<file path="src/rtl/fechadura_seq_param.sv">
// fechadura_seq_param: parametrised digit-entry lock.
// Keypad digits are compared one at a time against an N_DIG-digit code.
// Up to MAX_ERR wrong entries are tolerated before the lock enters FALHA.
// A digit is taken only on a 0->1 transition of insere.
// Every output is registered.
// The 7-segment output is active-low and ordered {A,B,C,D,E,F,G}.
// Optional feature macro: FECHADURA_LOCKOUT_EN. When it is defined, FALHA
// lasts LOCK_CYCLES clocks and then returns to a fresh ENTRADA. When it is
// undefined, FALHA is held until reset.
module fechadura_seq_param #(
  parameter int N_DIG = 6,
  parameter int DW = 4,
  parameter int MAX_ERR = 1,
  parameter logic [N_DIG*DW-1:0] CODE = 24'h590981,
  parameter int LOCK_CYCLES = 1000,
  localparam int EW = (MAX_ERR > 0) ? $clog2(MAX_ERR + 1) : 1
) (
  input  logic          clk,
  input  logic          reset,
  input  logic          insere,
  input  logic [DW-1:0] numero,
  output logic          LED,
  output logic          aberto,
  output logic          falha,
  output logic [EW-1:0] erros,
  output logic [6:0]    seg
);

  localparam int IW = (N_DIG > 1) ? $clog2(N_DIG) : 1;

  localparam logic [6:0] SEG_BLANK = 7'h7F;
  localparam logic [6:0] SEG_S     = 7'b0100100;
  localparam logic [6:0] SEG_P     = 7'b0011000;
  localparam logic [6:0] SEG_F     = 7'b0111000;

  typedef enum logic [1:0] {
    ENTRADA = 2'd0,
    ABERTO  = 2'd1,
    FALHA   = 2'd2
  } state_t;

  state_t        state;
  logic [IW-1:0] idx;
  logic [EW-1:0] err_cnt;
  logic          ins_q;
  logic          acc;
  logic [DW-1:0] code_digit;

`ifdef FECHADURA_LOCKOUT_EN
  localparam int LW = (LOCK_CYCLES > 1) ? $clog2(LOCK_CYCLES) : 1;
  logic [LW-1:0] lock_cnt;
`endif

  assign erros = err_cnt;
  assign acc   = insere & ~ins_q;

  // Hex digit to active-low {A,B,C,D,E,F,G} segment pattern.
  function automatic logic [6:0] hex_to_seg(input logic [3:0] d);
    logic [6:0] s;
    case (d)
      4'h0: s = 7'b0000001;
      4'h1: s = 7'b1001111;
      4'h2: s = 7'b0010010;
      4'h3: s = 7'b0000110;
      4'h4: s = 7'b1001100;
      4'h5: s = 7'b0100100;
      4'h6: s = 7'b0100000;
      4'h7: s = 7'b0001111;
      4'h8: s = 7'b0000000;
      4'h9: s = 7'b0000100;
      4'hA: s = 7'b0001000;
      4'hB: s = 7'b1100000;
      4'hC: s = 7'b0110001;
      4'hD: s = 7'b1000010;
      4'hE: s = 7'b0110000;
      default: s = 7'b0111000;
    endcase
    return s;
  endfunction

  // Select the expected code digit for the current position.
  // The first digit sits in the most-significant DW bits of CODE.
  always_comb begin
    code_digit = '0;
    for (int i = 0; i < N_DIG; i++) begin
      if (idx == IW'(i)) code_digit = CODE[(N_DIG-1-i)*DW +: DW];
    end
  end

  // Lock state machine. State and all outputs are registered here.
  // ins_q resets to 1, so an insere that is already high at reset release
  // is not taken as a new entry.
  always_ff @(posedge clk) begin
    if (reset) begin
      state   <= ENTRADA;
      idx     <= '0;
      err_cnt <= '0;
      ins_q   <= 1'b1;
      LED     <= 1'b0;
      aberto  <= 1'b0;
      falha   <= 1'b0;
      seg     <= SEG_BLANK;
`ifdef FECHADURA_LOCKOUT_EN
      lock_cnt <= '0;
`endif
    end else begin
      ins_q <= insere;
      case (state)
        ENTRADA: begin
          if (acc) begin
            seg <= hex_to_seg(4'(numero));
            if (numero == code_digit) begin
              if (idx == IW'(N_DIG - 1)) begin
                state  <= ABERTO;
                aberto <= 1'b1;
                seg    <= (err_cnt == '0) ? SEG_S : SEG_P;
              end else begin
                idx <= idx + IW'(1);
              end
            end else if (err_cnt == EW'(MAX_ERR)) begin
              state <= FALHA;
              falha <= 1'b1;
              seg   <= SEG_F;
`ifdef FECHADURA_LOCKOUT_EN
              lock_cnt <= LW'(LOCK_CYCLES - 1);
`endif
            end else begin
              err_cnt <= err_cnt + EW'(1);
              LED     <= 1'b1;
            end
          end
        end
        ABERTO: begin
        end
        FALHA: begin
`ifdef FECHADURA_LOCKOUT_EN
          if (lock_cnt == '0) begin
            state   <= ENTRADA;
            idx     <= '0;
            err_cnt <= '0;
            LED     <= 1'b0;
            falha   <= 1'b0;
            seg     <= SEG_BLANK;
          end else begin
            lock_cnt <= lock_cnt - LW'(1);
          end
`endif
        end
        default: begin
          state <= ENTRADA;
        end
      endcase
    end
  end

endmodule

</file>
<file path="config.mk">
export PLATFORM = sky130hd
export DESIGN_NAME = fechadura_seq_param
export DESIGN_NICKNAME = d
export VERILOG_FILES = /design/src/rtl/fechadura_seq_param.sv
export SDC_FILE = /design/constraint.sdc
export NUM_CORES = 1
export LEC_CHECK = 0
export ABC_AREA = 1
export CORE_MARGIN = 2
export CORE_UTILIZATION = 45
export CTS_BUF_LIST = sky130_fd_sc_hd__clkbuf_8
export DETAILED_ROUTE_END_ITERATION = 16
export HOLD_SLACK_MARGIN = 0.15
export PLACE_DENSITY = 0.72
export SYNTH_ARGS = -nofsm -noshare
export SYNTH_HDL_FRONTEND = slang
export SYNTH_SLANG_ARGS = --single-unit
</file>
<file path="constraint.sdc">
create_clock -name clk -period 1.8 [get_ports clk]
set_input_delay 0.27 -clock clk [delete_from_list [all_inputs] [get_ports clk]]
set_output_delay 0.27 -clock clk [all_outputs]
set_load 0.01 [all_outputs]
</file>
* Word-level counts from Yosys, hierarchy flattened *
Memory sizes are Yosys's and may differ from the RTL's.
Index checks and enable logic that the tools add are counted.

cells by class
  equal/unequal tests = 11
  mux-type cells = 16
  reductions and logical operators = 10
  $add $sub $neg = 2
  bitwise gates (word level) = 6

operators with widths
  kind                                                              count
  7-bit two-way mux                                                 3
  4-bit two-way mux                                                 5
  4-bit AND reduction                                               5
  2-bit two-way mux                                                 4
  3-bit by 2-bit == test with 1-bit output (second input constant)  2
  3-bit == test (second input constant)                             2
  6-bit two-way mux                                                 1
  3-bit inequality test (second input constant)                     2
  1-bit inverter                                                    5
  4-bit == test                                                     1
  2-bit one-hot mux with 2 select lines                             1
  3-bit by 1-bit adder with 3-bit output (second input constant)    1
  3-bit by 1-bit == test with 1-bit output (second input constant)  1
  3-bit logical NOT                                                 1
  3-bit two-way mux                                                 1
  3-bit AND reduction                                               1
  2-bit by 1-bit == test with 1-bit output (second input constant)  1
  2-bit == test (second input constant)                             1
  2-bit logical NOT                                                 1
  2-bit inequality test (second input constant)                     1
  2-bit AND reduction                                               1
  2-bit OR reduction                                                1
  1-bit adder (second input constant)                               1
  1-bit AND                                                         1
  1-bit two-way mux                                                 1

word-level totals
  input port bits = 7
  word-level logic and storage cells = 54
  ROM bits = 112
  output and inout bits = 11
  register bits after elaboration = 17
  memories = 1

memories
  name              words  bits a word  read ports  clocked after Yosys merged registers in  wr ports  line  source
  (name not given)  16     7            1           0                                        0         60    case (d)

* Logic depth before layout (Yosys ltp) *
Gate-level depths: netlist of run 1.

  depth after elaboration = 11
  depth in mapped cells = 14
  gate-level depth less buffers = 14

* Least setup slack after synthesis of run 1 *
No wires, ideal clock.

  kind = register to register
  start = register idx[0]
  end = register idx[0]
  buffers on the path = 0
  library setup time = 0.120 ns
  period minus slack after synthesis = 1.706 ns
  stages on the path, launching flop included = 13
  required time = 1.680 ns
  setup slack = 0.094 ns
  data arrival time = 1.587 ns
  path through = dfxtp_1 ha_1 ha_1 nor2_1 nand3_1 nand2_1 nand3_1 nor2_4 nand2_2 inv_2 nand3_2 o21ai_1 a21oi_1

on the way
  cells in the longest elaborated chain, start to end = 9
  elaborated cells on any way between the ends = 16
  those cells by class = add/sub: 1; eq/ne: 6; mux: 6; bitwise: 1; reduce/logical: 2

ends and longest elaborated chain
  element                          line  source
  start: declaration               43    logic [IW-1:0] idx;
  start signal: assignment         118   idx <= idx + IW'(1);
  3-bit logical NOT                86    if (idx == IW'(i)) code_digit = CODE[(N_DIG-1-i)*DW +: DW];
  3-bit two-way mux                86
  4-bit two-way mux (5 in series)  86
  4-bit == test                    112   if (numero == code_digit) begin
  4-bit AND reduction (no line)    n/a

Parallel ways exist; a longest one is shown, timed or not.
A chain may end at the register's enable or synchronous reset.

* Final worst setup path of run 1 *
  start = register idx[0]
  end = register state[0]

on the way
  cells in the longest elaborated chain, start to end = 11
  elaborated cells on any way between the ends = 19
  those cells by class = eq/ne: 8; mux: 9; reduce/logical: 2

ends and longest elaborated chain
  element                                line  source
  3-bit logical NOT                      86
  3-bit two-way mux                      86
  4-bit two-way mux (5 in series)        86
  4-bit == test                          112
  2-bit two-way mux                      112
  2-bit two-way mux                      110   if (acc) begin
  2-bit one-hot mux with 2 select lines  108   case (state)
  end signal: assignment                 114   state <= ABERTO;
  end signal: assignment                 121   state <= FALHA;
  end signal: assignment                 150   state <= ENTRADA;
  end: declaration                       42    state_t state;

Parallel ways exist; a longest one is shown, timed or not. The select of a mux whose other input is x is not followed.

==> metrics.cfg, run 1 <==
[synthesis]
syn_nets = 177
ys_ff_latch = 17
ys_types = 23
yosysWarnings = 0
avgSynthCellArea_um2 = 6.93
synth.cell_area_um2 = 1100
syn_inst = 159
seq_area_frac_synth = 0.309

[place]
dp_hpwl_um = 1990
gp_congestion = 0.820
port-buffer-count = 17

[pwr]
leakagePower_uw = 0.000702
ir_drop_uv = 464
swShare = 0.270
intPower_uw = 622
power.share.combinational = 0.210
finalPower_uw = 851
p_clk_frac = 0.326
net-switching-power_uw = 229
power_frac_seq = 0.464
p_per_area_nw_per_um2 = 528

[critical_path]
crit_path_start = idx[0]
reg2reg_depth = 13
worstSetupEndpoint = state[0]
critPathArrivalTime_ns = 2.04
crit_type = flip-flop to flip-flop
r2r-end = state[0]
required_ns = 1.99
startpoint_type = flip-flop
timing.rr.start = idx[0]
crit_fanout = 6
endpoint_kind = flip-flop
ff2ff_setup_slack_ns = -0.05

[clock_network]
cts.sinks = 17
cts_tree = yes
clkLatencyLatePin_ns = 0.25
holdBufCountCts = 0
cts_buffer_depth = 2
h-tree-depth = 1
numCtsBuffers = 3
clkTransAtPathRegs_ns = 0.06
cts-root-buf = clkbuf_8

[final_layout]
drive_gt1_frac = 0.292
fin_util = 0.716
regArea_um2 = 348
nets = 214
antenna_cells = 0
nFillCells = 201
multiInputGateArea_um2 = 797
syn_to_final_growth_pct = 46.4

[drt]
drc = 0
drtIter0Drc = 18
wire_per_inst_um = 12.2
finalWirelength_um = 2720
vias = 1164
dr.pass1.iters = 4
routed_via_density = 5.22
drtAntennaViolNets = 0

[floorplan]
die_area_um2 = 2860
initial_core_util = 0.489
die_w_um = 53.5
die_h_um = 53.5
core.rowCount = 17
num_io_pins = 18
core_area_um2 = 2250

[outcome]
violations = setup timing
outcome = complete, but fails checks

[sta]
rsz0062_at_grt = true
setup_violations = 7
skew_ns = 0.00356
max_slew_margin = 0.834
final_hold_viol_count = 0
worstMarginPinSlew_ns = 0.249
max_freq_mhz = 541
finalMaxSlewViolations = 0
min_period_ns = 1.85
worst_slack_ns = -0.0483
post-route-period-util = 1.03

[global_route]
grt_util_all_layers = 0.204
antenna_found_initial = 0
grt_max_degree = 12
grt_pass1_wl_um = 4210
gr-total-overflow = 0
first_global_vias = 1044

[job]
max_cap_violations = 0

[worst_hold_path]
holdCritPathClass = flip-flop to flip-flop

repair_timing:
action                     CTS  global route
setup endpoints to repair    9            15
buffers inserted             1             3
pin swaps                    4            11
gates resized for setup      8            27
Yosys cell counts (all sizes together):
cell,count,area (um2)
dfxtp,17,340
o31ai,1,7.51
a21oi,19,98.9
o21a,2,15.0
a31oi,1,6.26
clkbuf,1,3.75
nand3,14,85.1
ha,11,138
or2,1,6.26
o21ai,11,55.1
nand2,42,170
nor2,12,57.6
buf,2,10.0
inv,20,75.1
o211ai,2,15.0
nand4,3,18.8
metrics by stage:
stage,setup WS (ns),instances,hold WS [ns],area [um2],TNS [ns]
4_1_cts,0.00912,220,0.470,1480,0
3_3_place_gp,-0.0375,215,0.454,1400,-0.130
3_5_place_dp,-0.0896,215,0.456,1400,-0.326
2_1_floorplan,0.0935,159,0.366,1100,0
6_report,-0.0483,223,0.468,1610,-0.231
5_1_grt,-0.187,223,0.494,1610,-2.11
power by group through the flow:
stage                     Clock (uW)  Sequential (uW)  Combinational (uW)
after global routing             303              396                 199
final                            277              395                 179
after detailed placement           0              406                 164
after CTS                        283              397                 169
after global placement             0              405                 161
after floorplan                    0              411                87.9
area by class of cell:
type / instances / area share
Multi-Input combinational cell: 119 / 0.494
Sequential cell: 17 / 0.216
Timing Repair Buffer: 35 / 0.191
Inverter: 20 / 0.0496
Clock buffer: 3 / 0.0256
Tap cell: 28 / 0.0217
Clock inverter: 1 / 0.00233
worst max-delay path, stage by stage, from the launching register on:
cell     delay, ns
dfxtp_4       0.37
inv_4         0.09
ha_4          0.14
nor2_4        0.05
buf_4         0.12
a21oi_2       0.15
nand2_1       0.07
nand2_1       0.08
nand2_2       0.09
nand2_2       0.13
nand2_1       0.12
nand2_4       0.11
nand4_1       0.11
a21oi_2       0.15
how the worst min path moves through the flow:
| stage | from | end | cells past startpoint |
|---|---|---|---|
| after floorplan | insere | ins_q | 2 |
| after global placement | seg[2] | seg[2] | 2 |
| after detailed placement | LED | LED | 1 |
| after CTS | LED | LED | 1 |
| after global routing | LED | LED | 1 |
| final | LED | LED | 1 |
flip-flops by register name, indices dropped and copies added (netlist names):
name / cells
LED: 1
state: 2
seg: 7
erros: 1
falha: 1
ins_q: 1
idx: 3
aberto: 1
placed cells by master (no fill, tap or decap), types with 2 or more instances in the layout:
master           count
nand3_2              3
ha_4                 5
nor2_2               2
o21ai_2              2
o21a_1               2
inv_1               16
nand3_4              2
nand2_1             32
o21ai_0              6
nor2_4               2
nor2_1               8
buf_4               17
dfxtp_4              2
clkbuf_8             3
clkdlybuf4s50_1     17
a21oi_1             17
ha_1                 6
o21ai_1              3
a21oi_2              2
nand2_2              9
nand4_1              3
dfxtp_1             15
o211ai_1             2
nand3_1              9
inv_2                3
inv_4                2
logic make-up (layout without fill, tap and decap cells):
kind of cell	Yosys count	in the layout	synth area share
simple gates	72	72	0.306
compound gates	36	36	0.179
buf+inv	23	59	0.0806
flops	17	17	0.309
fa+ha+maj	11	11	0.125
per-layer routing:
layer | routed length (um) | track usage | vias to the layer above
li1 | - | - | 592
met5 | 0 | 0 | -
met2 | 1500 | 0.377 | 24
met3 | 101 | 0.0508 | 4
met1 | 1100 | 0.223 | 544
met4 | 27 | 0.0641 | 0
Note: power is estimated with default switching activity, not from simulation.
==> run 2, diff against run 1 <==
--- a/config.mk
+++ b/config.mk
@@ -11,7 +11,7 @@
 export CTS_BUF_LIST = sky130_fd_sc_hd__clkbuf_8
 export DETAILED_ROUTE_END_ITERATION = 16
 export HOLD_SLACK_MARGIN = 0.15
-export PLACE_DENSITY = 0.72
+export PLACE_DENSITY = 0.69
 export SYNTH_ARGS = -nofsm -noshare
 export SYNTH_HDL_FRONTEND = slang
 export SYNTH_SLANG_ARGS = --single-unit
==> constraint.sdc (replaced) <==
create_clock -name clk -period 2.35 [get_ports clk]
set_input_delay 0.3525 -clock clk [delete_from_list [all_inputs] [get_ports clk]]
set_output_delay 0.3525 -clock clk [all_outputs]
set_load 0.01 [all_outputs]
==> run 2 against run 1 <==
  * The run now ends clean
  * Count of clock-buffer cells in the layout stayed put
  * Maximum frequency decreased by 2.2%
  * Sequential share of layout area is 3.6 points higher
  * Critical endpoint is now idx[0]
  * Largest power group unchanged
==> metrics.cfg, run 2 (synthesis gave the netlist of run 1 again) <==
[outcome]
outcome = complete, no violations

[job]
max_cap_violations = 0  ; unchanged

[global_route]
antenna_found_initial = 0  ; unchanged
grt_util_all_layers = 0.177  ; -0.0264
grt_max_degree = 13  ; +1
grt_pass1_wl_um = 3780  ; -10%
gr-total-overflow = 0  ; unchanged
first_global_vias = 938  ; -10%

[floorplan]
die_h_um = 53.5  ; unchanged
die_w_um = 53.5  ; unchanged
initial_core_util = 0.489  ; unchanged
num_io_pins = 18  ; unchanged
core.rowCount = 17  ; unchanged
core_area_um2 = 2250  ; unchanged
die_area_um2 = 2860  ; unchanged

[final_layout]
largest_register_ffs = 7  ; unchanged
final_common_cell = nand2_1
nets = 198  ; -7.5%
syn_to_final_growth_pct = 22.8
layout_common_cells = nand2_1, inv_1, a21oi_1, dfxtp_1, clkdlybuf4s50_1
antenna_cells = 0  ; unchanged
top_regs = seg x7, idx x3, state x2
regMostFlops = seg
nFillCells = 217  ; +8.0%
drive_gt1_frac = 0.112  ; -0.181

[worst_hold_path]
holdCritPathClass = flip-flop to flip-flop
holdPathStages = 2  ; +1
min_to = seg[3]
min_from = seg[3]

[critical_path]
cpMostUsedCell = nand2_1
crit_chain = inv_1, ha_1, nor2_2, nand2_2, nand2_1, nand2_1, nand2_1, nand2_1, nand2_2, nand2_2, inv_2, nand3_2, o21ai_1, a21oi_1
crit_type = flip-flop to flip-flop
cp_slowest_cell = dfxtp_1
reg2reg_depth = 14  ; +1
timing.rr.start = idx[0]
r2r-end = idx[0]
required_ns = 2.48  ; +0.49 ns
ff2ff_setup_slack_ns = 0.46  ; +0.51 ns
critical_path.max_stage_delay_ns = 0.36  ; about the same
crit_path_start = idx[0]
endpoint_kind = flip-flop
startpoint_type = flip-flop
crit_fanout = 6  ; unchanged
critPathArrivalTime_ns = 2.02  ; -0.02 ns

[clock_network]
clkTransAtPathRegs_ns = 0.06  ; about the same
postCtsSetupRepairBufs = 0  ; -1
h-tree-depth = 1  ; unchanged
ctsResizeCount = 0  ; -8
clkLatencyLatePin_ns = 0.25  ; about the same
holdBufCountCts = 0  ; unchanged
cts-root-buf = clkbuf_8
numCtsBuffers = 3  ; unchanged
cts_tree = yes
cts.sinks = 17  ; unchanged
cts_buffer_depth = 2  ; unchanged

[drt]
routed_via_density = 5.07  ; -2.8%
wl_met1_um = 962  ; -12%
vias = 1050  ; -9.8%
dr.pass1.iters = 4  ; unchanged
route.met3.wl_um = 135  ; +34%
drc = 0  ; unchanged
topRoutingLayerUsed = met3
wire_per_inst_um = 10.4  ; -15%
met2_length_um = 1060  ; -29%
drtIter0Drc = 17  ; -1
drtAntennaViolNets = 0  ; unchanged
finalWirelength_um = 2150  ; -21%

[pwr]
leakagePower_uw = 0.000613  ; -13%
p_per_area_nw_per_um2 = 461  ; -13%
ir_drop_uv = 384  ; -17%

[sta]
max_slew_margin = 0.712  ; -0.121
finalSetupTns_ns = 0  ; +0.231 ns
finalMaxSlewViolations = 0  ; unchanged
min_period_ns = 1.89  ; +0.0425 ns
final_hold_viol_count = 0  ; unchanged
setup_violations = 0  ; -7
post-route-period-util = 0.805  ; -0.222
rsz0062_at_grt = false
skew_ns = 0.000810  ; -0.00275 ns
max_freq_mhz = 529  ; -2.2%
worst_slack_ns = 0.459  ; +0.508 ns
worstMarginPinSlew_ns = 0.430  ; +0.181 ns

[place]
port-buffer-count = 17  ; unchanged
pre_cts_slack_ns = 0.300  ; +0.390 ns
dp_hpwl_um = 1720  ; -14%
gp_congestion = 0.824  ; +0.49%

[run 2: cell count changes in the layout (fill, tap and decap cells not counted), sizes merged]
cell and change:
buf -16
[run 2: cell type report]
cell class / instances / area [um2] / area share
tap: 28 / 35.0 / 0.0259
multi-input combinational: 119 / 673 / 0.497
sequential: 17 / 340 / 0.251
clock buffer: 3 / 41.3 / 0.0305
timing repair buffer: 19 / 185 / 0.137
clock inverter: 1 / 3.75 / 0.00277
inverter: 20 / 75.1 / 0.0555
[run 2: how the worst max path moves through the flow]
| stage | cells after the start | to |
|---|---|---|
| 6_report | 14 | idx[0] |
| 3_5_place_dp | 10 | idx[1] |
| 2_1_floorplan | 12 | idx[0] |
| 5_1_grt | 14 | idx[2] |
| 4_1_cts | 14 | idx[1] |
| 3_3_place_gp | 10 | idx[0] |
[run 2: through the flow]
stage               total power [uW]  instances   util  area (um2)  hold slack, ns
finish                           624        207  0.600        1350           0.469
global route                     655        207  0.600        1350           0.492
CTS                              632        207  0.600        1350           0.475
detailed placement               426        203  0.580        1310           0.458
global placement                 424        203  0.580        1310           0.451
floorplan                        382        159      -        1100           0.449
[run 2: critical path: cells and delay by family (launching register included)]
kind                       cells  cell delay (ns)
AOI/OAI and AO/OA              2             0.19
adders and majority gates      1             0.21
buffers and inverters          2             0.19
DFF                            1             0.36
and+or+nand+nor                9             0.81
[run 2: report_power, final]
part	switching, uW	internal, uW	total [uW]
registers	5.55	299	304
clock network	89.2	116	205
logic	63.8	50.7	114
total	159	465	624
[run 2: routing by layer]
| layer | global-route usage | vias to the layer above |
|---|---|---|
| met5 | 0 | - |
| met4 | 0.0256 | 0 |
| met3 | 0.0565 | 0 |
| met2 | 0.313 | 26 |
| met1 | 0.211 | 462 |
| li1 | - | 562 |
==> run 3, diff against run 2 <==
==> constraint.sdc (replaced) <==
create_clock -name clk -period 1.8 [get_ports clk]
set_input_delay 0.27 -clock clk [delete_from_list [all_inputs] [get_ports clk]]
set_output_delay 0.27 -clock clk [all_outputs]
set_load 0.01 [all_outputs]
==> run 3 against run 2 <==
  * The flow now finishes with violations (setup timing)
  * Final cell count is 8.2% higher
  * Clock skew is 0.0016 ns higher
  * Count of clock-buffer cells in the layout did not move
  * Maximum frequency down 0.97%
  * Critical path type unchanged
==> metrics.cfg, run 3 (synthesis gave the netlist of run 1 again) <==
[drt]
routed_via_density = 5.30  ; +4.6%
wire_per_inst_um = 13.5  ; +30%
drtIter0Drc = 27  ; +10
drtAntennaViolNets = 0  ; unchanged
drc = 0  ; unchanged
dr.pass1.iters = 4  ; unchanged
vias = 1188  ; +13%
finalWirelength_um = 3030  ; +41%

[place]
dp_hpwl_um = 1980  ; +15%
dp_cells = 215  ; +5.9%
gp_congestion = 0.865  ; +5.0%
port-buffer-count = 17  ; unchanged

[final_layout]
nFillCells = 195  ; -10%
fin_cells = 224  ; +8.2%
antenna_cells = 0  ; unchanged
multiInputGateArea_um2 = 805  ; +20%
largest_register_ffs = 7  ; unchanged
regMostFlops = seg
layout_common_cells = nand2_1, a21oi_1, buf_4, clkdlybuf4s50_1
nets = 215  ; +8.6%
regArea_um2 = 348  ; +2.2%
syn_to_final_growth_pct = 48.0
final_common_cell = nand2_1
drive_gt1_frac = 0.306  ; +0.194
top_regs = seg x7, idx x3, state x2

[critical_path]
required_ns = 1.94  ; -0.54 ns
crit_fanout = 6  ; unchanged
cpMostUsedCell = ha_4
cp_slowest_cell = dfxtp_4
endpoint_kind = flip-flop
startpoint_type = flip-flop
reg2reg_depth = 12  ; -2
critPathTopFamily = simple AND/OR/NAND/NOR gates
critPathArrivalTime_ns = 2.05  ; +0.03 ns
cp.depth = 12  ; -2
crit_type = flip-flop to flip-flop
cp_num_buf_inv = 1  ; -1
critical_path.max_stage_delay_ns = 0.37  ; about the same
crit_chain = ha_4, ha_4, nor2_2, nand3_1, nand2_1, nand3_2, nor2_4, nand2_4, inv_4, nand3_4, o21ai_2, a21oi_1

[clock_network]
cts_buffer_depth = 2  ; unchanged
cts.sinks = 17  ; unchanged
clkLatencyLatePin_ns = 0.26  ; about the same
h-tree-depth = 1  ; unchanged
cts_tree = yes
cts-root-buf = clkbuf_8
holdBufCountCts = 0  ; unchanged
numCtsBuffers = 3  ; unchanged
clkTransAtPathRegs_ns = 0.06  ; about the same

[sta]
max_freq_mhz = 524  ; -0.97%
finalSetupTns_ns = -0.445  ; -0.445 ns
rsz0062_at_grt = true
min_period_ns = 1.91  ; +0.0186 ns
worstMarginPinSlew_ns = 0.290  ; -0.140 ns
max_slew_margin = 0.806  ; +0.0939
finalMaxSlewViolations = 0  ; unchanged
final_hold_viol_count = 0  ; unchanged
skew_ns = 0.00243  ; +0.00162 ns
setup_violations = 8  ; +8
worst_slack_ns = -0.109  ; -0.569 ns
hold_ws_ns = 0.475  ; +0.00542 ns
post-route-period-util = 1.06  ; +0.256

[outcome]
violations = setup timing
outcome = complete, but fails checks

[floorplan]
num_io_pins = 18  ; unchanged
initial_core_util = 0.489  ; unchanged
core_area_um2 = 2250  ; unchanged
die_h_um = 53.5  ; unchanged
core.rowCount = 17  ; unchanged
die_w_um = 53.5  ; unchanged
die_area_um2 = 2860  ; unchanged

[global_route]
grt_pass1_wl_um = 4370  ; +15%
antenna_found_initial = 0  ; unchanged
gr-total-overflow = 0  ; unchanged
first_global_vias = 1081  ; +15%
grt_util_all_layers = 0.216  ; +0.0386
grt_max_degree = 11  ; -2

[pwr]
leakagePower_uw = 0.000729  ; +19%
p_per_area_nw_per_um2 = 529  ; +15%
ir_drop_uv = 470  ; +22%

[worst_hold_path]
holdPathStages = 2  ; unchanged
holdCritPathClass = flip-flop to flip-flop

[job]
max_cap_violations = 0  ; unchanged

run 3: changes by cell type in the layout (fill, tap and decap cells not counted), moves of 3 or more:
cell     change
nand2_2      +4
inv_1        -4
nand2_1      -7
ha_1         -5
inv_4        +3
buf_4       +16
nand2_4      +3
o21ai_1      -3
ha_4         +4
o21ai_2      +3
run 3: cell type report:
class,instances,share of cell area
clock buffers,3,0.0253
clock inverters,1,0.00230
inverters,20,0.0506
multi-input cells,119,0.493
well taps,28,0.0215
repair buffers,36,0.194
flip-flops and latches,17,0.213
run 3: worst paths after layout:
| kind | end | slack [ns] | startpoint |
|---|---|---|---|
| min | seg[3] | 0.47 | seg[3] |
| max | idx[2] | -0.11 | idx[0] |
| max reg2reg | idx[2] | -0.11 | idx[0] |
| min reg2reg | seg[3] | 0.47 | seg[3] |
run 3: repair_timing:
action	CTS	global route
endpoints found under the setup margin	6	15
cloned	0	0
pin swaps	5	12
endpoints found under the hold margin	0	0
gates resized for setup	11	29
buffers inserted	2	3
run 3: layer usage:
layer / up-vias / GRT usage / share of wire
met5: - / 0 / 0
met4: 0 / 0.0983 / 0.029
met3: 9 / 0.0593 / 0.050
met2: 39 / 0.399 / 0.51
met1: 545 / 0.221 / 0.41
li1: 595 / - / -
run 3: report_power, final:
| group | switching (uW) | internal, uW | leakage (uW) |
|---|---|---|---|
| combinational | 99.1 | 85.6 | 0.000562 |
| sequential | 8.42 | 387 | 0.000140 |
| clock | 131 | 152 | 0.0000269 |
run 3: metrics by stage:
stage	instance area, um2	setup slack [ns]	power, uW	util
finish	1630	-0.109	863	0.724
global route	1630	-0.217	905	0.724
CTS	1500	0.00197	852	0.663
detailed placement	1400	-0.100	570	0.620
global placement	1400	0.0150	567	0.620
floorplan	1100	0.0935	499	-
run 3: worst min-delay path, cell delays in order, from the launching register on:
cell and delay [ns]:
dfxtp_1 0.33, a21oi_1 0.07, nand2_1 0.05
